===== config.mk =====
export PLATFORM = sky130hd
export DESIGN_NAME = alu_decode_stage_flat
export DESIGN_NICKNAME = d
export VERILOG_FILES = /design/src/rtl/alu_pkg.sv /design/src/rtl/alu_decode_stage_if.sv /design/src/rtl/alu_decode_comb.sv /design/src/rtl/alu_decode_stage.sv /design/src/flat_wrapper.sv
export SDC_FILE = /design/constraint.sdc
export NUM_CORES = 1
export LEC_CHECK = 0
export BUFFER_PORTS_ARGS = -buffer_cell sky130_fd_sc_hd__buf_2
export CORE_MARGIN = 2
export CORE_UTILIZATION = 52
export CTS_BUF_LIST = sky130_fd_sc_hd__clkbuf_4 sky130_fd_sc_hd__clkbuf_8
export DETAILED_ROUTE_END_ITERATION = 7
export GPL_TIMING_DRIVEN = 0
export PLACE_DENSITY = 0.84
export RECOVER_POWER = 25
export SKIP_CTS_REPAIR_TIMING = 1
export SKIP_LAST_GASP = 1
export SLEW_MARGIN = 5
export SYNTH_ARGS = -nofsm -noshare
export SYNTH_HDL_FRONTEND = slang
export SYNTH_SLANG_ARGS = --single-unit

===== constraint.sdc =====
create_clock -name clk -period 2 [get_ports clk]
set_input_delay 0.4 -clock clk [delete_from_list [all_inputs] [get_ports clk]]
set_output_delay 0.4 -clock clk [all_outputs]
set_load 0.01 [all_outputs]

===== src/rtl/alu_pkg.sv =====
// Shared types for the ALU decode stage: op codes, RV32I opcodes and the
// decoded control word carried through the output and skid registers.
package alu_pkg;

  localparam int XLEN = 32;
  localparam int OP_W = 4;

  // ALU operation codes consumed by the ALU; ALU_SLA is reserved and never produced.
  typedef enum logic [OP_W-1:0] {
    ALU_ADD = 4'd0,
    ALU_SUB = 4'd1,
    ALU_SLL = 4'd2,
    ALU_SLA = 4'd3,
    ALU_SRL = 4'd4,
    ALU_SRA = 4'd5,
    ALU_XOR = 4'd6,
    ALU_OR  = 4'd7,
    ALU_AND = 4'd8,
    ALU_BEQ = 4'd9,
    ALU_BNE = 4'd10,
    ALU_BLT = 4'd11,
    ALU_BGE = 4'd12,
    ALU_SLT = 4'd13
  } alu_op_e;

  localparam logic [6:0] OPC_OP     = 7'b0110011;
  localparam logic [6:0] OPC_OP_IMM = 7'b0010011;
  localparam logic [6:0] OPC_BRANCH = 7'b1100011;
  localparam logic [6:0] OPC_LOAD   = 7'b0000011;
  localparam logic [6:0] OPC_STORE  = 7'b0100011;
  localparam logic [6:0] OPC_LUI    = 7'b0110111;
  localparam logic [6:0] OPC_AUIPC  = 7'b0010111;
  localparam logic [6:0] OPC_JAL    = 7'b1101111;
  localparam logic [6:0] OPC_JALR   = 7'b1100111;

  localparam logic [6:0] F7_BASE = 7'b0000000;
  localparam logic [6:0] F7_ALT  = 7'b0100000;

  typedef struct packed {
    alu_op_e         alu_op;
    logic [4:0]      shamt;
    logic            shamt_reg;
    logic            use_imm;
    logic [XLEN-1:0] imm;
    logic [4:0]      rs1;
    logic [4:0]      rs2;
    logic [4:0]      rd;
    logic            reg_write;
    logic            is_branch;
    logic            illegal;
  } dec_word_t;

endpackage


===== src/rtl/alu_decode_stage_if.sv =====
// Instruction-in / decoded-word-out bus of the ALU decode stage.
//
// Handshake: a word moves across a side on a rising clk edge where its
// valid and ready are both high. A producer holding valid keeps its data
// stable until that transfer; ready may be high without valid and never
// depends combinationally on valid.
interface alu_decode_stage_if;
  import alu_pkg::*;

  logic            in_valid;
  logic            in_ready;
  logic [XLEN-1:0] in_instr;

  logic            out_valid;
  logic            out_ready;
  logic [OP_W-1:0] out_alu_op;
  logic [4:0]      out_shamt;
  logic            out_shamt_reg;
  logic            out_use_imm;
  logic [XLEN-1:0] out_imm;
  logic [4:0]      out_rs1;
  logic [4:0]      out_rs2;
  logic [4:0]      out_rd;
  logic            out_reg_write;
  logic            out_is_branch;
  logic            out_illegal;

  // The decode stage: accepts instruction words, produces decoded words.
  modport master (
    input  in_valid, in_instr, out_ready,
    output in_ready, out_valid, out_alu_op, out_shamt, out_shamt_reg,
           out_use_imm, out_imm, out_rs1, out_rs2, out_rd,
           out_reg_write, out_is_branch, out_illegal
  );

  // Fetch on the input side and ALU stage on the output side.
  modport slave (
    output in_valid, in_instr, out_ready,
    input  in_ready, out_valid, out_alu_op, out_shamt, out_shamt_reg,
           out_use_imm, out_imm, out_rs1, out_rs2, out_rd,
           out_reg_write, out_is_branch, out_illegal
  );

endinterface


===== src/rtl/alu_decode_comb.sv =====
// Pure combinational RV32I decoder: instruction word -> ALU control word.
// Illegal words collapse to a harmless add with no register write; the raw
// rs1/rs2/rd fields are always passed through.
module alu_decode_comb
  import alu_pkg::*;
(
  input  logic [XLEN-1:0] instr,
  output dec_word_t       dec
);

  logic [6:0]      opcode;
  logic [2:0]      f3;
  logic [6:0]      f7;
  logic [XLEN-1:0] imm_i;
  logic [XLEN-1:0] imm_s;
  logic [XLEN-1:0] imm_b;
  logic [XLEN-1:0] imm_u;
  logic [XLEN-1:0] imm_j;
  logic            ill;

  assign opcode = instr[6:0];
  assign f3     = instr[14:12];
  assign f7     = instr[31:25];

  assign imm_i = {{20{instr[31]}}, instr[31:20]};
  assign imm_s = {{20{instr[31]}}, instr[31:25], instr[11:7]};
  assign imm_b = {{19{instr[31]}}, instr[31], instr[7], instr[30:25], instr[11:8], 1'b0};
  assign imm_u = {instr[31:12], 12'b0};
  assign imm_j = {{11{instr[31]}}, instr[31], instr[19:12], instr[20], instr[30:21], 1'b0};

  // Opcode/funct decode into the control word, then squash illegal encodings.
  always_comb begin
    dec        = '0;
    dec.alu_op = ALU_ADD;
    dec.rs1    = instr[19:15];
    dec.rs2    = instr[24:20];
    dec.rd     = instr[11:7];
    ill        = 1'b0;
    case (opcode)
      OPC_OP: begin
        dec.reg_write = 1'b1;
        if (f7 == F7_BASE) begin
          case (f3)
            3'b000:  dec.alu_op = ALU_ADD;
            3'b001:  begin dec.alu_op = ALU_SLL; dec.shamt_reg = 1'b1; end
            3'b010:  dec.alu_op = ALU_SLT;
            3'b100:  dec.alu_op = ALU_XOR;
            3'b101:  begin dec.alu_op = ALU_SRL; dec.shamt_reg = 1'b1; end
            3'b110:  dec.alu_op = ALU_OR;
            3'b111:  dec.alu_op = ALU_AND;
            default: ill = 1'b1;  // sltu is not supported by this ALU
          endcase
        end else if (f7 == F7_ALT && f3 == 3'b000) begin
          dec.alu_op = ALU_SUB;
        end else if (f7 == F7_ALT && f3 == 3'b101) begin
          dec.alu_op    = ALU_SRA;
          dec.shamt_reg = 1'b1;
        end else begin
          ill = 1'b1;
        end
      end
      OPC_OP_IMM: begin
        dec.reg_write = 1'b1;
        dec.use_imm   = 1'b1;
        dec.imm       = imm_i;
        case (f3)
          3'b000: dec.alu_op = ALU_ADD;
          3'b010: dec.alu_op = ALU_SLT;
          3'b100: dec.alu_op = ALU_XOR;
          3'b110: dec.alu_op = ALU_OR;
          3'b111: dec.alu_op = ALU_AND;
          3'b001: begin
            if (f7 == F7_BASE) begin
              dec.alu_op = ALU_SLL;
              dec.shamt  = instr[24:20];
            end else begin
              ill = 1'b1;
            end
          end
          3'b101: begin
            dec.shamt = instr[24:20];
            if (f7 == F7_BASE) dec.alu_op = ALU_SRL;
            else if (f7 == F7_ALT) dec.alu_op = ALU_SRA;
            else ill = 1'b1;
          end
          default: ill = 1'b1;  // sltiu
        endcase
      end
      OPC_BRANCH: begin
        dec.is_branch = 1'b1;
        dec.imm       = imm_b;
        case (f3)
          3'b000:  dec.alu_op = ALU_BEQ;
          3'b001:  dec.alu_op = ALU_BNE;
          3'b100:  dec.alu_op = ALU_BLT;
          3'b101:  dec.alu_op = ALU_BGE;
          default: ill = 1'b1;
        endcase
      end
      OPC_LOAD, OPC_JALR: begin
        dec.reg_write = 1'b1;
        dec.use_imm   = 1'b1;
        dec.imm       = imm_i;
      end
      OPC_STORE: begin
        dec.use_imm = 1'b1;
        dec.imm     = imm_s;
      end
      OPC_LUI, OPC_AUIPC: begin
        dec.reg_write = 1'b1;
        dec.use_imm   = 1'b1;
        dec.imm       = imm_u;
      end
      OPC_JAL: begin
        dec.reg_write = 1'b1;
        dec.use_imm   = 1'b1;
        dec.imm       = imm_j;
      end
      default: ill = 1'b1;
    endcase

    if (ill) begin
      dec.alu_op    = ALU_ADD;
      dec.shamt     = 5'd0;
      dec.shamt_reg = 1'b0;
      dec.use_imm   = 1'b0;
      dec.imm       = '0;
      dec.reg_write = 1'b0;
      dec.is_branch = 1'b0;
      dec.illegal   = 1'b1;
    end
  end

endmodule


===== src/rtl/alu_decode_stage.sv =====
// Registered ALU decode stage: one output register plus one skid entry so
// that in_ready is a flop. Words leave in the order they were accepted.
module alu_decode_stage
  import alu_pkg::*;
#(
  parameter int CNT_W = 16
) (
  input  logic                clk,
  input  logic                rst,
  input  logic                flush,
  alu_decode_stage_if.master  bus,
  output logic [CNT_W-1:0]    illegal_count
);

  dec_word_t        dec_in;
  dec_word_t        out_word;
  dec_word_t        skid_word;
  logic             out_valid_q;
  logic             skid_valid_q;
  logic             in_ready_q;
  logic [CNT_W-1:0] cnt_q;

  logic             in_xfer;
  logic             out_xfer;
  logic             load_out;
  logic             out_valid_d;
  logic             skid_valid_d;
  logic             out_load;
  logic             out_from_skid;
  logic             skid_load;
  logic             cnt_inc;

  alu_decode_comb u_decode (
    .instr (bus.in_instr),
    .dec   (dec_in)
  );

  assign in_xfer  = bus.in_valid && in_ready_q;
  assign out_xfer = out_valid_q && bus.out_ready;
  assign load_out = !out_valid_q || out_xfer;
  assign cnt_inc  = out_xfer && out_word.illegal && (cnt_q != {CNT_W{1'b1}});

  // Steer the incoming/skid word: output register first, skid when stalled.
  always_comb begin
    out_valid_d   = out_valid_q;
    skid_valid_d  = skid_valid_q;
    out_load      = 1'b0;
    out_from_skid = 1'b0;
    skid_load     = 1'b0;
    if (load_out) begin
      if (skid_valid_q) begin
        out_load      = 1'b1;
        out_from_skid = 1'b1;
        out_valid_d   = 1'b1;
        skid_valid_d  = 1'b0;
      end else if (in_xfer) begin
        out_load    = 1'b1;
        out_valid_d = 1'b1;
      end else begin
        out_valid_d = 1'b0;
      end
    end else if (in_xfer) begin
      skid_load    = 1'b1;
      skid_valid_d = 1'b1;
    end
  end

  // Occupancy flags, registered in_ready and the saturating illegal counter.
  always_ff @(posedge clk) begin
    if (rst) begin
      out_valid_q  <= 1'b0;
      skid_valid_q <= 1'b0;
      in_ready_q   <= 1'b0;
      cnt_q        <= '0;
    end else if (flush) begin
      out_valid_q  <= 1'b0;
      skid_valid_q <= 1'b0;
      in_ready_q   <= 1'b1;
    end else begin
      out_valid_q  <= out_valid_d;
      skid_valid_q <= skid_valid_d;
      in_ready_q   <= !skid_valid_d;
      if (cnt_inc) cnt_q <= cnt_q + CNT_W'(1);
    end
  end

  // Decoded-word datapath; contents are left alone by flush since valid drops.
  always_ff @(posedge clk) begin
    if (rst) begin
      out_word  <= '0;
      skid_word <= '0;
    end else if (!flush) begin
      if (out_load)  out_word  <= out_from_skid ? skid_word : dec_in;
      if (skid_load) skid_word <= dec_in;
    end
  end

  assign bus.in_ready      = in_ready_q;
  assign bus.out_valid     = out_valid_q;
  assign bus.out_alu_op    = out_word.alu_op;
  assign bus.out_shamt     = out_word.shamt;
  assign bus.out_shamt_reg = out_word.shamt_reg;
  assign bus.out_use_imm   = out_word.use_imm;
  assign bus.out_imm       = out_word.imm;
  assign bus.out_rs1       = out_word.rs1;
  assign bus.out_rs2       = out_word.rs2;
  assign bus.out_rd        = out_word.rd;
  assign bus.out_reg_write = out_word.reg_write;
  assign bus.out_is_branch = out_word.is_branch;
  assign bus.out_illegal   = out_word.illegal;
  assign illegal_count     = cnt_q;

endmodule


===== src/flat_wrapper.sv =====
// flat-port wrapper written by rule: the top's interface ports become plain ports
module alu_decode_stage_flat import alu_pkg::*;
#(
  parameter int CNT_W = 16
)
  (clk, rst, flush, illegal_count, bus_in_valid, bus_in_instr, bus_out_ready, bus_in_ready, bus_out_valid, bus_out_alu_op, bus_out_shamt, bus_out_shamt_reg, bus_out_use_imm, bus_out_imm, bus_out_rs1, bus_out_rs2, bus_out_rd, bus_out_reg_write, bus_out_is_branch, bus_out_illegal);
  alu_decode_stage_if bus_i ();
  input  logic clk;
  input  logic rst;
  input  logic flush;
  output logic [CNT_W-1:0] illegal_count;
  input wire logic [$bits(bus_i.in_valid)-1:0] bus_in_valid;
  input wire logic [$bits(bus_i.in_instr)-1:0] bus_in_instr;
  input wire logic [$bits(bus_i.out_ready)-1:0] bus_out_ready;
  output wire logic [$bits(bus_i.in_ready)-1:0] bus_in_ready;
  output wire logic [$bits(bus_i.out_valid)-1:0] bus_out_valid;
  output wire logic [$bits(bus_i.out_alu_op)-1:0] bus_out_alu_op;
  output wire logic [$bits(bus_i.out_shamt)-1:0] bus_out_shamt;
  output wire logic [$bits(bus_i.out_shamt_reg)-1:0] bus_out_shamt_reg;
  output wire logic [$bits(bus_i.out_use_imm)-1:0] bus_out_use_imm;
  output wire logic [$bits(bus_i.out_imm)-1:0] bus_out_imm;
  output wire logic [$bits(bus_i.out_rs1)-1:0] bus_out_rs1;
  output wire logic [$bits(bus_i.out_rs2)-1:0] bus_out_rs2;
  output wire logic [$bits(bus_i.out_rd)-1:0] bus_out_rd;
  output wire logic [$bits(bus_i.out_reg_write)-1:0] bus_out_reg_write;
  output wire logic [$bits(bus_i.out_is_branch)-1:0] bus_out_is_branch;
  output wire logic [$bits(bus_i.out_illegal)-1:0] bus_out_illegal;
  assign bus_i.in_valid = bus_in_valid;
  assign bus_i.in_instr = bus_in_instr;
  assign bus_i.out_ready = bus_out_ready;
  assign bus_in_ready = bus_i.in_ready;
  assign bus_out_valid = bus_i.out_valid;
  assign bus_out_alu_op = bus_i.out_alu_op;
  assign bus_out_shamt = bus_i.out_shamt;
  assign bus_out_shamt_reg = bus_i.out_shamt_reg;
  assign bus_out_use_imm = bus_i.out_use_imm;
  assign bus_out_imm = bus_i.out_imm;
  assign bus_out_rs1 = bus_i.out_rs1;
  assign bus_out_rs2 = bus_i.out_rs2;
  assign bus_out_rd = bus_i.out_rd;
  assign bus_out_reg_write = bus_i.out_reg_write;
  assign bus_out_is_branch = bus_i.out_is_branch;
  assign bus_out_illegal = bus_i.out_illegal;
  alu_decode_stage #(.CNT_W(CNT_W)) u_core (.clk(clk), .rst(rst), .flush(flush), .bus(bus_i), .illegal_count(illegal_count));
endmodule

# After elaboration in Yosys (flattened, before gate mapping)

Index checks and enable logic that the tools add are counted.

$add $sub $neg: 1
Multiply operators: 0
Divide/modulo/power cells: 0
Magnitude comparators: 0
Equality and inequality tests: 17
Shift-type cells: 0
Multiplexer cells: 43
Bitwise operators: 1
Reduce and logical (&&, ||, !) cells: 24

Operator list:

| operator                                      | count |
|---|---|
| one-hot mux 32 bit (5 select lines)           | 1 |
| 2-to-1 mux 61 bit                             | 1 |
| one-hot mux 4 bit (6 select lines)            | 2 |
| 2-to-1 mux 43 bit                             | 1 |
| == test 7 x 6 -> 1 bit, second input constant | 4 |
| 2-to-1 mux 1 bit                              | 25 |
| == test 7 bit, second input constant          | 3 |
| OR reduction 7 bit                            | 3 |
| adder 16 x 1 -> 16 bit, second input constant | 1 |
| != test 16 bit, second input constant         | 1 |
| one-hot mux 4 bit (4 select lines)            | 1 |
| 2-to-1 mux 3 bit                              | 5 |
| == test 7 x 5 -> 1 bit, second input constant | 2 |
| == test 3 bit, second input constant          | 4 |
| one-hot mux 4 bit (3 select lines)            | 1 |
| one-hot mux 5 bit (2 select lines)            | 1 |
| == test 7 x 2 -> 1 bit, second input constant | 1 |
| logical NOT 7 bit                             | 1 |
| 2-to-1 mux 7 bit                              | 1 |
| logical AND 1 bit                             | 6 |
| AND reduction 2 bit                           | 3 |
| OR reduction 2 bit                            | 3 |
| OR reduction 6 bit                            | 1 |
| 2-to-1 mux 5 bit                              | 1 |
| other kinds (12)                              | 13 |

Register bits after elaboration: 141
Latch bits: 0
Memory bits (writable): 0
Memory bits (read-only): 0
Input port bits: 37
Output and inout bits: 79
Word-level logic and storage cells: 112
Memories: 0

# Longest topological paths before layout

Gate-level depths: netlist (run 1).

Word-level depth: 8
Gate-level depth with buffers: 8
Mapped depth without buffers: 6

# Hierarchy

Synthesis (run 1) repeated with hierarchy kept, for this count alone.

Cells, all modules: 918
Area total of the unflattened synthesis: 7081.8 µm²

By module, submodules not included:

| module           | times used | cells each | area an instance (µm²) | sequential area each (µm²) |
|---|---|---|---|---|
| alu_decode_stage | 1          | 725        | 5778.0                 | 2822.7 |
| alu_decode_comb  | 1          | 193        | 1303.8                 | 0.0 |

# Least setup slack after synthesis (run 1)

OpenSTA, ideal clock, no wires.

Path kind: in2reg
From: input port bus_in_instr[5]
To: register u_core.out_word, in the netlist u_core.bus.out_imm[30]
Library setup time: 0.116 ns
Arrival time: 1.879 ns
Data required time: 1.884 ns
Slack: 0.005 ns
Cell stages on the path: 7
Buffers on the path: 2
Cells stage by stage: buf_2 > or3b_1 > a2111oi_2 > o31ai_2 > and3_1 > buf_2 > a31o_1

Cells in the longest elaborated chain, start to end: 5
Elaborated cells between the ends (all ways): 16
Those cells by class: 9 x eq/ne; 4 x mux; 3 x reduce/logical

Ends and longest elaborated chain:

| what                                                                                             | RTL line               | RTL |
|---|---|---|
| start, declared                                                                                  | flat_wrapper.sv:13     | `input wire logic [$bits(bus_i.in_instr)-1:0] bus_in_instr;` |
| == test 7 bit, or another cell as far along                                                      | alu_decode_comb.sv:39  | `case (opcode)` |
| OR reduction 6 bit (no line), or another cell as far along                                       | n/a                    |  |
| one-hot mux 1 bit (4 select lines) / one-hot mux 32 bit (5 select lines) (equally long branches) | alu_decode_comb.sv:39  |  |
| 2-to-1 mux 43 bit *                                                                              | alu_decode_comb.sv:122 | `if (ill) begin` |
| 2-to-1 mux 61 bit *                                                                              | alu_decode_stage.sv:93 | `if (out_load) out_word <= out_from_skid ? skid_word : dec_in;` |
| end signal, assigned                                                                             | alu_decode_stage.sv:93 |  |
| end, declared                                                                                    | alu_decode_stage.sv:16 | `dec_word_t out_word;` |

Mark *: on every way between the ends. The rest lies on a longest branch, timed or not.
A chain may end at the register's enable or synchronous reset.

# Worst setup path in the final report (run 1)

From: register u_core.out_valid_q, in the netlist u_core.bus.out_valid
To: register u_core.skid_word[57] (netlist name)

Cells in the longest elaborated chain, start to end: 4
Elaborated cells between the ends (all ways): 5
Those cells by class: 1 x mux; 4 x reduce/logical

Ends and longest elaborated chain:

| what                                                          | RTL line                                       | RTL |
|---|---|---|
| start, declared                                               | alu_decode_stage.sv:18                         | `logic out_valid_q;` |
| start signal, assigned                                        | alu_decode_stage.sv:80                         | `out_valid_q <= out_valid_d;` |
| logical NOT 1 bit / logical AND 1 bit (equally long branches) | alu_decode_stage.sv:40, alu_decode_stage.sv:39 |  |
| logical OR 1 bit *                                            | alu_decode_stage.sv:40                         | `assign load_out = !out_valid_q \|\| out_xfer;` |
| 2-to-1 mux 1 bit *                                            | alu_decode_stage.sv:50                         | `if (load_out) begin` |
| AND reduction 2 bit (no line) *                               | n/a                                            |  |
| end signal, assigned                                          | alu_decode_stage.sv:94                         | `if (skid_load) skid_word <= dec_in;` |
| end, declared                                                 | alu_decode_stage.sv:17                         | `dec_word_t skid_word;` |

Marked as above.

==> results.rst, run 1 <==
.. list-table::
   :header-rows: 1

   * - Metric
     - Value
   * - Achievable clock frequency
     - 0.511 GHz
   * - Top post-synthesis cells by count
     - sky130_fd_sc_hd__dfxtp_1 (141), sky130_fd_sc_hd__nand2_1 (128), sky130_fd_sc_hd__a21oi_1 (62)
   * - Via count
     - 7006
   * - Root buf cell
     - sky130_fd_sc_hd__clkbuf_8
   * - Distinct cell type count of the synthesized netlist
     - 68
   * - Max-slew headroom
     - 0.520
   * - Worst hold margin
     - 211 ps
   * - Die Outline Area
     - 13600 um2
   * - Register-to-Register Setup Slack
     - 40 ps
   * - IO Port Bufs
     - 111
   * - Cts bufs inserted
     - 17
   * - Layout cells sized above 1
     - 0.158
   * - First DRT Iteration DRCs
     - 788
   * - Cells after Synth
     - 808
   * - Half-perimeter wire length of the detailed placement result
     - 14800 um
   * - Number of inserted diodes
     - 0
   * - Max-Cap Viols
     - 0
   * - Share of synthesized area occupied by flip-flops and latches
     - 0.429
   * - Largest driver fanout on the critical path
     - 10
   * - Top-area cell type share of the netlist area
     - 0.429
   * - Buf+Inv Stages, Crit Path
     - 2
   * - Filler Cells Inserted
     - 1149
   * - Grt ovf
     - 0
   * - Result of the run
     - completed
   * - Largest incremental delay on the critical path
     - 500 ps
   * - Count of flip-flops with a built-in enable after synthesis
     - 0
   * - Flip-flop and latch count after synthesis
     - 141
   * - Number of antenna violations at the first check in global routing
     - 0
   * - Placer's final routability congestion estimate
     - 0.974
   * - Wire length reported by the detailed router
     - 21100 um
   * - Power Dens Cells
     - 701 nW/um2
   * - Net count after synthesis
     - 846
   * - Per-instance average area after synthesis
     - 8.14 um2
   * - GRT Overall Usage
     - 0.309
   * - Number of global-route vias before repair
     - 6185
   * - Placement row count
     - 41
   * - Final layout net count
     - 987
   * - Final Max Tran Viols
     - 0
   * - Share of the clock period used by the worst path
     - 0.978
   * - Library cell occupying the most area in the post-synthesis netlist
     - sky130_fd_sc_hd__dfxtp_1
   * - Pre-CTS WS
     - -497 ps
   * - Tmin final
     - 1960 ps
   * - Cells along the critical path
     - nand2b_1 -> buf_2 -> or3_1 -> clkbuf_1 -> nor3_1 -> nor2_1
   * - PnR worst setup slack
     - 44.7 ps
   * - Max Clock Skew
     - 8.22 ps
   * - Clk Latency, worst-skew pair
     - 450 ps
   * - Worst Hold Class
     - primary input to flip-flop
   * - Number of detailed-route iterations in the first pass
     - 5
   * - Reg2Reg Depth
     - 6
   * - Area used by sequential logic in the layout
     - 2820 um2
   * - Die Width
     - 116 um
   * - Pin count of the biggest net entering global routing
     - 17
   * - Flip-flop count of the largest register, all copies and words added
     - 61
   * - Leakage power
     - 0.00286 uW
   * - Final setup violating endpoints
     - 0
   * - Die boundary height
     - 116 um
   * - Maximum root-to-sink buffer count
     - 2
   * - Avg WL per Cell
     - 18.6 um
   * - Required time of the worst setup path
     - 2340 ps
   * - Worst min-delay path endpoint
     - u_core.skid_word[5]$_SDFFE_PP0P_
   * - Effective utilization at floorplan
     - 0.527
   * - Remaining routing DRC violations
     - 0
   * - Placeable Area
     - 12500 um2
   * - Level count of the clock H-tree
     - 4
   * - Worst-path clk slew
     - 80 ps
   * - Critical path startpoint category
     - flip-flop
   * - Global-route wire length before repair
     - 31800 um
   * - Worst Hold Launch
     - bus_in_instr[9]
   * - CTS Sinks
     - 141
   * - CTS tree
     - built
   * - Most common cell in the netlist
     - sky130_fd_sc_hd__dfxtp_1
   * - Crit Reg-Reg Endpoint
     - u_core.skid_word[57]$_SDFFE_PP0P_
   * - Critical path data arrival time
     - 2300 ps
   * - Synthesis-to-layout area growth
     - 19.5%
   * - Yosys warning count
     - 0
   * - Crit path capture type
     - flip-flop
   * - Peak ir drop on the vdd network
     - 521 uV
   * - Num ports
     - 116
   * - Post-DRT Antenna Nets
     - 0
   * - Crit-path slowest cell
     - sky130_fd_sc_hd__or3_1
   * - Cell count along the critical path
     - 6
   * - Post-synth top flop
     - sky130_fd_sc_hd__dfxtp_1
   * - Slew @ Worst Pin
     - 721 ps
   * - Share of flip-flops with an asynchronous set or reset
     - 0
   * - Crit path max-delay family
     - simple AND/OR/NAND/NOR gates
   * - Total area of multi-input combinational cells
     - 3480 um2
   * - WHS Path Cells
     - 3
   * - Number of vias per cell after detailed routing
     - 6.18
   * - Critical Setup Path Class
     - flip-flop to flip-flop
   * - Cell types occupying the most area after synthesis
     - sky130_fd_sc_hd__dfxtp_1 (43%), sky130_fd_sc_hd__nand2_1 (7.3%), sky130_fd_sc_hd__a21oi_1 (4.7%)
   * - Area of the mapped netlist
     - 6570 um2
   * - Startpoint of the worst-slack reg-to-reg timing path
     - u_core.bus.out_valid$_SDFFE_PP0N_
   * - Count of final hold-check violations
     - 0
   * - Biggest register
     - u_core.skid_word
cells in the final DEF, fill, tap and decap left out, drive strengths merged, types with 4 or more instances in the layout:
cell type | Yosys | final
a21o | 12 | 12
inv | 19 | 20
a32o | 5 | 5
o22ai | 6 | 6
nand2b | 9 | 9
nor4 | 10 | 10
nor2b | 4 | 4
and3 | 23 | 23
o31ai | 5 | 5
a31o | 5 | 5
clkbuf | 46 | 123
nand2 | 128 | 128
a211oi | 9 | 9
o21ai | 51 | 51
a211o | 4 | 4
a21oi | 62 | 62
or3 | 4 | 4
buf | 19 | 87
nor3 | 19 | 19
o2bb2ai | 6 | 6
dfxtp | 141 | 141
nand4 | 8 | 8
a22oi | 8 | 8
nand3 | 28 | 28
a311oi | 15 | 15
nor2 | 54 | 54
o21a | 5 | 5
xnor2 | 15 | 15
a22o | 12 | 12
o32ai | 10 | 10
a31oi | 20 | 20
o221ai | 7 | 7
clkinv | 0 | 5
metal layers:
layer | track usage | up-vias | wire (um)
met5 | 0.00741 | - | 0
met4 | 0.168 | 0 | 926
met3 | 0.0669 | 79 | 1960
met2 | 0.484 | 405 | 9630
met1 | 0.396 | 3288 | 8610
li1 | - | 3234 | -
cell type report:
type,instances,share of cell area
tap,172,0.0274
timing repair buffer,123,0.0739
inverter,19,0.00908
clock buffer,23,0.0379
buffer,64,0.0382
sequential,141,0.360
clock inverter,9,0.0110
multi-input combinational,583,0.443
logic make-up after synthesis:
| group | synth area share |
|---|---|
| xor gates and xnor gates | 0.0200 |
| AOI/OAI and AO/OA | 0.262 |
| and+or+nand+nor | 0.232 |
| adders and majority gates | 0.00190 |
| muxes | 0.00305 |
| DFF | 0.429 |
| buffers and inverters | 0.0514 |
report_power, final:
group | switching (uW) | leakage [uW] | internal [uW]
combinational | 309 | 0.00153 | 129
sequential | 17.5 | 0.00114 | 2830
clock | 1100 | 0.000197 | 1120
worst max path at each step:
stage	from	end	slack, ps
after CTS	u_core.bus.out_valid$_SDFFE_PP0N_	u_core.bus.out_shamt_reg$_SDFFE_PP0P_	-330
final	u_core.bus.out_valid$_SDFFE_PP0N_	u_core.skid_word[57]$_SDFFE_PP0P_	40
after detailed placement	bus_out_ready	u_core.bus.out_alu_op[2]$_SDFFE_PP0P_	-500
after global routing	u_core.bus.out_valid$_SDFFE_PP0N_	u_core.bus.out_illegal$_SDFFE_PP0P_	-30
after global placement	bus_out_ready	u_core.bus.out_alu_op[2]$_SDFFE_PP0P_	-530
after floorplan	bus_in_instr[5]	u_core.bus.out_imm[30]$_SDFFE_PP0P_	5
tightest hold or removal path, cell delays in order:
cell	delay, ps
sky130_fd_sc_hd__buf_2	120
sky130_fd_sc_hd__nand2_1	50
sky130_fd_sc_hd__a21oi_1	50
metrics by stage:
stage / TNS (ps) / utilization / instances / instance area (um2) / power (uW)
6_report: 0 / 0.630 / 1134 / 7860 / 5510
3_5_place_dp: -33230 / 0.589 / 1091 / 7340 / 3320
4_1_cts: -11990 / 0.620 / 1123 / 7730 / 5480
5_1_grt: -35.8 / 0.630 / 1134 / 7860 / 5660
2_1_floorplan: 0 / - / 808 / 6570 / 3140
3_3_place_gp: -31300 / 0.589 / 1091 / 7340 / 3320
Note: power is estimated with default switching activity, not from simulation.
==> inputs of run 2 (changes only) <==
CORE_ASPECT_RATIO = 1.25   (was not set)
MAX_ROUTING_LAYER = met4   (was not set)
==> run 2 against run 1 <==
- highest routed layer unchanged
- non-clock buffer count is 1 lower
- register-to-register slack hardly changed
- maximum frequency is 0.42% higher
- worst setup slack better by 8.1 ps
- largest power group unchanged
- clock skew hardly changed
- first-iteration DRC count is 1.9% lower
- clock power is 6% higher
- die area hardly changed
- hold slack better by 4.1 ps
- via count is 0.54% lower
- combinational power is 0.9% lower
- global-route usage is 1.6 points higher
==> results.rst, run 2 (synthesis gave the netlist of run 1 again) <==
.. list-table::
   :header-rows: 1

   * - Metric
     - Value
   * - WHS Path Cells
     - 3
   * - Slew @ Worst Pin
     - 776 ps
   * - Max-slew headroom
     - 0.482
   * - Synthesis-to-layout area growth
     - 19.6%
   * - Max Clock Skew
     - 8.23 ps
   * - Maximum root-to-sink buffer count
     - 2
   * - Final layout net count
     - 986
   * - Comb pwr share
     - 0.077
   * - Global-route wire length before repair
     - 33400 um
   * - Number of antenna violations at the first check in global routing
     - 0
   * - Die boundary height
     - 130 um
   * - Overall power
     - 5640 uW
   * - Half-perimeter wire length of the detailed placement result
     - 15300 um
   * - Flip-flop count of the largest register, all copies and words added
     - 61
   * - Effective utilization at floorplan
     - 0.538
   * - Commonest cells after routing, fill and taps aside
     - sky130_fd_sc_hd__dfxtp_1 (141), sky130_fd_sc_hd__nand2_1 (128), sky130_fd_sc_hd__clkbuf_1 (86)
   * - Pin count of the biggest net entering global routing
     - 17
   * - Via count
     - 6968
   * - Number of vias per cell after detailed routing
     - 6.19
   * - CTS Sinks
     - 141
   * - Inst Count DP
     - 1083
   * - Worst-path clk slew
     - 70 ps
   * - Total area of multi-input combinational cells
     - 3470 um2
   * - Result of the run
     - completed
   * - Pre-CTS WS
     - -551 ps
   * - Switching power summed over all nets
     - 1430 uW
   * - Number of standard cells in the final layout excluding fillers
     - 1125
   * - Count of final hold-check violations
     - 0
   * - Post-layout instance area
     - 7860 um2
   * - Most frequent standard cell in the layout excluding fill and tap cells
     - sky130_fd_sc_hd__dfxtp_1
   * - Reg2Reg Depth
     - 7
   * - Placer's final routability congestion estimate
     - 0.998
   * - Largest driver fanout on the critical path
     - 10
   * - CTS tree
     - built
   * - Clock Power Share
     - 0.418
   * - Clk Latency, worst-skew pair
     - 450 ps
   * - GRT Overall Usage
     - 0.324
   * - Fraction of power consumed by sequential logic
     - 0.505
   * - Area used by sequential logic in the layout
     - 2820 um2
   * - Final Max Tran Viols
     - 0
   * - Die Outline Area
     - 13600 um2
   * - Placeable Area
     - 12200 um2
   * - Peak ir drop on the vdd network
     - 506 uV
   * - Grt ovf
     - 0
   * - Placement row count
     - 45
   * - Required time of the worst setup path
     - 2380 ps
   * - Critical path data arrival time
     - 2330 ps
   * - Tmin final
     - 1950 ps
   * - Wire length reported by the detailed router
     - 21600 um
   * - Num ports
     - 116
   * - Leakage power
     - 0.00289 uW
   * - First DRT Iteration DRCs
     - 773
   * - Level count of the clock H-tree
     - 4
   * - Net switching fraction of the power
     - 0.254
   * - Critical Setup Path Class
     - flip-flop to flip-flop
   * - Biggest register
     - u_core.skid_word
   * - Die Width
     - 105 um
   * - Internal power consumption
     - 4210 uW
   * - Layout cells sized above 1
     - 0.154
   * - Share of the clock period used by the worst path
     - 0.974
   * - Number of detailed-route iterations in the first pass
     - 6
   * - IO Port Bufs
     - 111
   * - Number of global-route vias before repair
     - 6506
   * - Root buf cell
     - sky130_fd_sc_hd__clkbuf_8
   * - Crit path capture type
     - flip-flop
   * - Filler Cells Inserted
     - 1120
   * - Dpl cell area
     - 7330 um2
   * - Remaining routing DRC violations
     - 0
   * - Final setup violating endpoints
     - 0
   * - Cts bufs inserted
     - 17
   * - Achievable clock frequency
     - 0.514 GHz
   * - Max-Cap Viols
     - 0
   * - PnR worst setup slack
     - 52.8 ps
   * - Power Dens Cells
     - 717 nW/um2
   * - Critical path startpoint category
     - flip-flop
   * - Post-DRT Antenna Nets
     - 0
   * - Worst hold margin
     - 215 ps
   * - Worst Hold Class
     - primary input to flip-flop
   * - Avg WL per Cell
     - 19.2 um
   * - Number of inserted diodes
     - 0
-- run 2: critical path, cell delays in order, from the launching register on --
cell	delay, ps
sky130_fd_sc_hd__dfxtp_1	370
sky130_fd_sc_hd__nand2b_1	70
sky130_fd_sc_hd__clkbuf_4	210
sky130_fd_sc_hd__nor3_2	350
sky130_fd_sc_hd__clkbuf_2	380
sky130_fd_sc_hd__buf_2	290
sky130_fd_sc_hd__nand2_1	80
sky130_fd_sc_hd__a21oi_1	130
-- run 2: path summary, 6_finish.rpt --
path	to	startpoint	slack, ps
worst max-delay path	u_core.skid_word[4]$_SDFFE_PP0P_	u_core.bus.out_valid$_SDFFE_PP0N_	50
worst min-delay path	u_core.skid_word[5]$_SDFFE_PP0P_	bus_in_instr[9]	220
worst max register to register	u_core.skid_word[4]$_SDFFE_PP0P_	u_core.bus.out_valid$_SDFFE_PP0N_	50
worst min register to register	u_core.bus.out_imm[0]$_SDFFE_PP0P_	u_core.bus.out_imm[0]$_SDFFE_PP0P_	440
-- run 2: metal layers --
metal | wire [um] | global-route usage | vias up
li1 | - | - | 3239
met1 | 8300 | 0.377 | 3205
met2 | 10200 | 0.531 | 432
met3 | 2070 | 0.0574 | 92
met4 | 1080 | 0.189 | 0
met5 | 0 | - | -
-- run 2: per-stage QoR --
stage           util  TNS [ps]
2_1_floorplan      -         0
3_3_place_gp   0.600    -35720
3_5_place_dp   0.600    -38360
4_1_cts        0.634    -17210
5_1_grt        0.644     -44.8
6_report       0.644         0
-- run 2: final cells by class --
| cell class | instances | share of cell area |
|---|---|---|
| flip-flops and latches | 141 | 0.359 |
| multi-input cells | 583 | 0.441 |
| clock inverters | 10 | 0.0142 |
| repair buffers | 122 | 0.0743 |
| well taps | 164 | 0.0261 |
| plain buffers | 64 | 0.0387 |
| inverters | 19 | 0.00907 |
| clock buffers | 22 | 0.0377 |
-- run 2: power groups by stage --
stage	clock network, uW	registers, uW	logic, uW
2_1_floorplan	0	2920	220
3_5_place_dp	0	2910	415
5_1_grt	2470	2850	465
3_3_place_gp	0	2910	414
4_1_cts	2360	2850	417
6_report	2360	2850	434
==> inputs of run 3 (changes only) <==
CELL_PAD_IN_SITES_DETAIL_PLACEMENT = 0   (was not set)
CELL_PAD_IN_SITES_GLOBAL_PLACEMENT = 1   (was not set)
CORE_UTILIZATION = 39   (was 52)
PLACE_DENSITY = 0.85   (was 0.84)
==> run 3 against run 2 <==
- wire length rose by 2.8%
- non-clock buffer count unchanged
- maximum frequency decreased by 0.41%
- flip-flop and latch count stayed put
- register-to-register slack barely moved
- final area grew 2.1%
- largest power group unchanged
- highest routed layer unchanged
==> results.rst, run 3 (synthesis gave the netlist of run 1 again) <==
.. list-table::
   :header-rows: 1

   * - Metric
     - Value
   * - Result of the run
     - completed
   * - CTS tree
     - built
   * - Worst setup endpoint
     - u_core.skid_word[34]$_SDFFE_PP0P_
   * - Unrepaired setup endpoints after global routing
     - true
   * - Cell count along the critical path
     - 7
   * - GRT Overall Usage
     - 0.254
   * - Worst Hold Class
     - primary input to flip-flop
   * - Max Clock Skew
     - 9.42 ps
   * - Max-slew headroom
     - 0.537
   * - Global-route wire length before repair
     - 34400 um
   * - Avg WL per Cell
     - 18.8 um
   * - Critical path data arrival time
     - 2340 ps
   * - Reg2Reg Depth
     - 7
   * - Crit-path slowest cell
     - sky130_fd_sc_hd__or3_1
   * - Largest driver fanout on the critical path
     - 10
   * - Die boundary height
     - 149 um
   * - Effective utilization at floorplan
     - 0.395
   * - CTS Sinks
     - 141
   * - Die Outline Area
     - 17900 um2
   * - Number of antenna violations at the first check in global routing
     - 0
   * - Number of inserted diodes
     - 0
   * - Remaining routing DRC violations
     - 0
   * - Cells along the critical path
     - nand2b_1 -> clkbuf_4 -> or3_1 -> nor2_4 -> nand3_4 -> buf_6 -> o21ai_1
   * - Startpoint of the worst-slack reg-to-reg timing path
     - u_core.bus.out_valid$_SDFFE_PP0N_
   * - Power Dens Cells
     - 730 nW/um2
   * - Number of vias per cell after detailed routing
     - 5.71
   * - Final setup violating endpoints
     - 0
   * - Crit path capture type
     - flip-flop
   * - Achievable clock frequency
     - 0.511 GHz
   * - Cts bufs inserted
     - 17
   * - Grt ovf
     - 0
   * - Leakage power
     - 0.00312 uW
   * - First DRT Iteration DRCs
     - 647
   * - Buf+Inv Stages, Crit Path
     - 2
   * - Placeable Area
     - 16600 um2
   * - Placement row count
     - 53
   * - Crit path max-delay family
     - simple AND/OR/NAND/NOR gates
   * - Root buf cell
     - sky130_fd_sc_hd__clkbuf_8
   * - Count of final hold-check violations
     - 0
   * - Pin count of the biggest net entering global routing
     - 17
   * - Flip-flop count of the largest register, all copies and words added
     - 61
   * - Register-to-Register Setup Slack
     - 40 ps
   * - Worst-path clk slew
     - 80 ps
   * - Half-perimeter wire length of the detailed placement result
     - 16100 um
   * - Number of detailed-route iterations in the first pass
     - 5
   * - Synthesis-to-layout area growth
     - 22.2%
   * - Post-DRT Antenna Nets
     - 0
   * - Critical path startpoint category
     - flip-flop
   * - Via count
     - 6728
   * - Final layout net count
     - 986
   * - Critical Setup Path Class
     - flip-flop to flip-flop
   * - Setup Total Neg Slack
     - 0 ps
   * - Level count of the clock H-tree
     - 4
   * - Final Max Tran Viols
     - 0
   * - Die Width
     - 120 um
   * - Startpoint of the most critical setup path
     - u_core.bus.out_valid$_SDFFE_PP0N_
   * - Wire length reported by the detailed router
     - 22200 um
   * - Largest incremental delay on the critical path
     - 490 ps
   * - Placer's final routability congestion estimate
     - 0.914
   * - Layout cells sized above 1
     - 0.214
   * - Commonest cells after routing, fill and taps aside
     - sky130_fd_sc_hd__dfxtp_1 (141), sky130_fd_sc_hd__nand2_1 (128), sky130_fd_sc_hd__buf_2 (124)
   * - IO Port Bufs
     - 111
   * - Required time of the worst setup path
     - 2390 ps
   * - Clk Latency, worst-skew pair
     - 460 ps
   * - Max-Cap Viols
     - 0
   * - PnR worst setup slack
     - 44.8 ps
   * - Pre-CTS WS
     - -596 ps
   * - Tmin final
     - 1960 ps
   * - Num ports
     - 116
   * - Peak ir drop on the vdd network
     - 429 uV
   * - Slew @ Worst Pin
     - 689 ps
   * - Worst hold margin
     - 200 ps
   * - Crit Reg-Reg Endpoint
     - u_core.skid_word[34]$_SDFFE_PP0P_
   * - Number of global-route vias before repair
     - 6308
   * - Most frequent standard cell in the layout excluding fill and tap cells
     - sky130_fd_sc_hd__dfxtp_1
   * - Share of the clock period used by the worst path
     - 0.978
   * - Maximum root-to-sink buffer count
     - 2
   * - Biggest register
     - u_core.skid_word
run 3: worst min-delay path by stage:
stage                                                   from                                 end  slack (ps)  cells past startpoint
final                                        bus_in_instr[8]    u_core.skid_word[4]$_SDFFE_PP0P_         200                      3
after global routing                        bus_in_instr[18]   u_core.skid_word[16]$_SDFFE_PP0P_         200                      3
after CTS                                    bus_in_instr[8]    u_core.skid_word[4]$_SDFFE_PP0P_         180                      3
after detailed placement  u_core.bus.out_imm[3]$_SDFFE_PP0P_  u_core.bus.out_imm[3]$_SDFFE_PP0P_         440                      2
after global placement     u_core.skid_word[49]$_SDFFE_PP0P_   u_core.skid_word[49]$_SDFFE_PP0P_         430                      2
after floorplan            u_core.skid_word[49]$_SDFFE_PP0P_   u_core.skid_word[49]$_SDFFE_PP0P_         420                      2
run 3: where the power goes:
| part | internal, uW | leakage [uW] | switching (uW) | total (uW) |
|---|---|---|---|---|
| clock network | 1450 | 0.000220 | 1130 | 2570 |
| registers | 2830 | 0.00114 | 16.3 | 2850 |
| logic | 132 | 0.00176 | 309 | 441 |
| total | 4410 | 0.00312 | 1450 | 5860 |
run 3: final cells by class:
| class | instances | area [um2] |
|---|---|---|
| buffer | 64 | 303 |
| clock buffer | 21 | 277 |
| clock inverter | 9 | 159 |
| fill | 1703 | 8610 |
| inverter | 19 | 71.3 |
| multi-input combinational | 583 | 3490 |
| sequential | 141 | 2820 |
| tap | 220 | 275 |
| timing repair buffer | 122 | 638 |
run 3: routing by layer:
metal / track usage / part of all wire / up-vias / wire [um]
li1: - / - / 3231 / -
met1: 0.301 / 0.41 / 3205 / 9040
met2: 0.427 / 0.50 / 244 / 11100
met3: 0.0463 / 0.059 / 48 / 1310
met4: 0.0953 / 0.033 / 0 / 731
met5: - / 0 / - / 0
run 3: tightest hold or removal path: stages:
cell,delay [ps]
sky130_fd_sc_hd__buf_2,120
sky130_fd_sc_hd__nand2_1,50
sky130_fd_sc_hd__a21oi_1,50
run 3: through the flow:
step / total power [uW] / std cells / instance area (um2) / utilization
floorplan: 3140 / 808 / 6570 / -
global placement: 3330 / 1139 / 7400 / 0.445
detailed placement: 3330 / 1139 / 7400 / 0.445
CTS: 5860 / 1169 / 7840 / 0.471
global route: 6030 / 1179 / 8030 / 0.483
finish: 5860 / 1179 / 8030 / 0.483
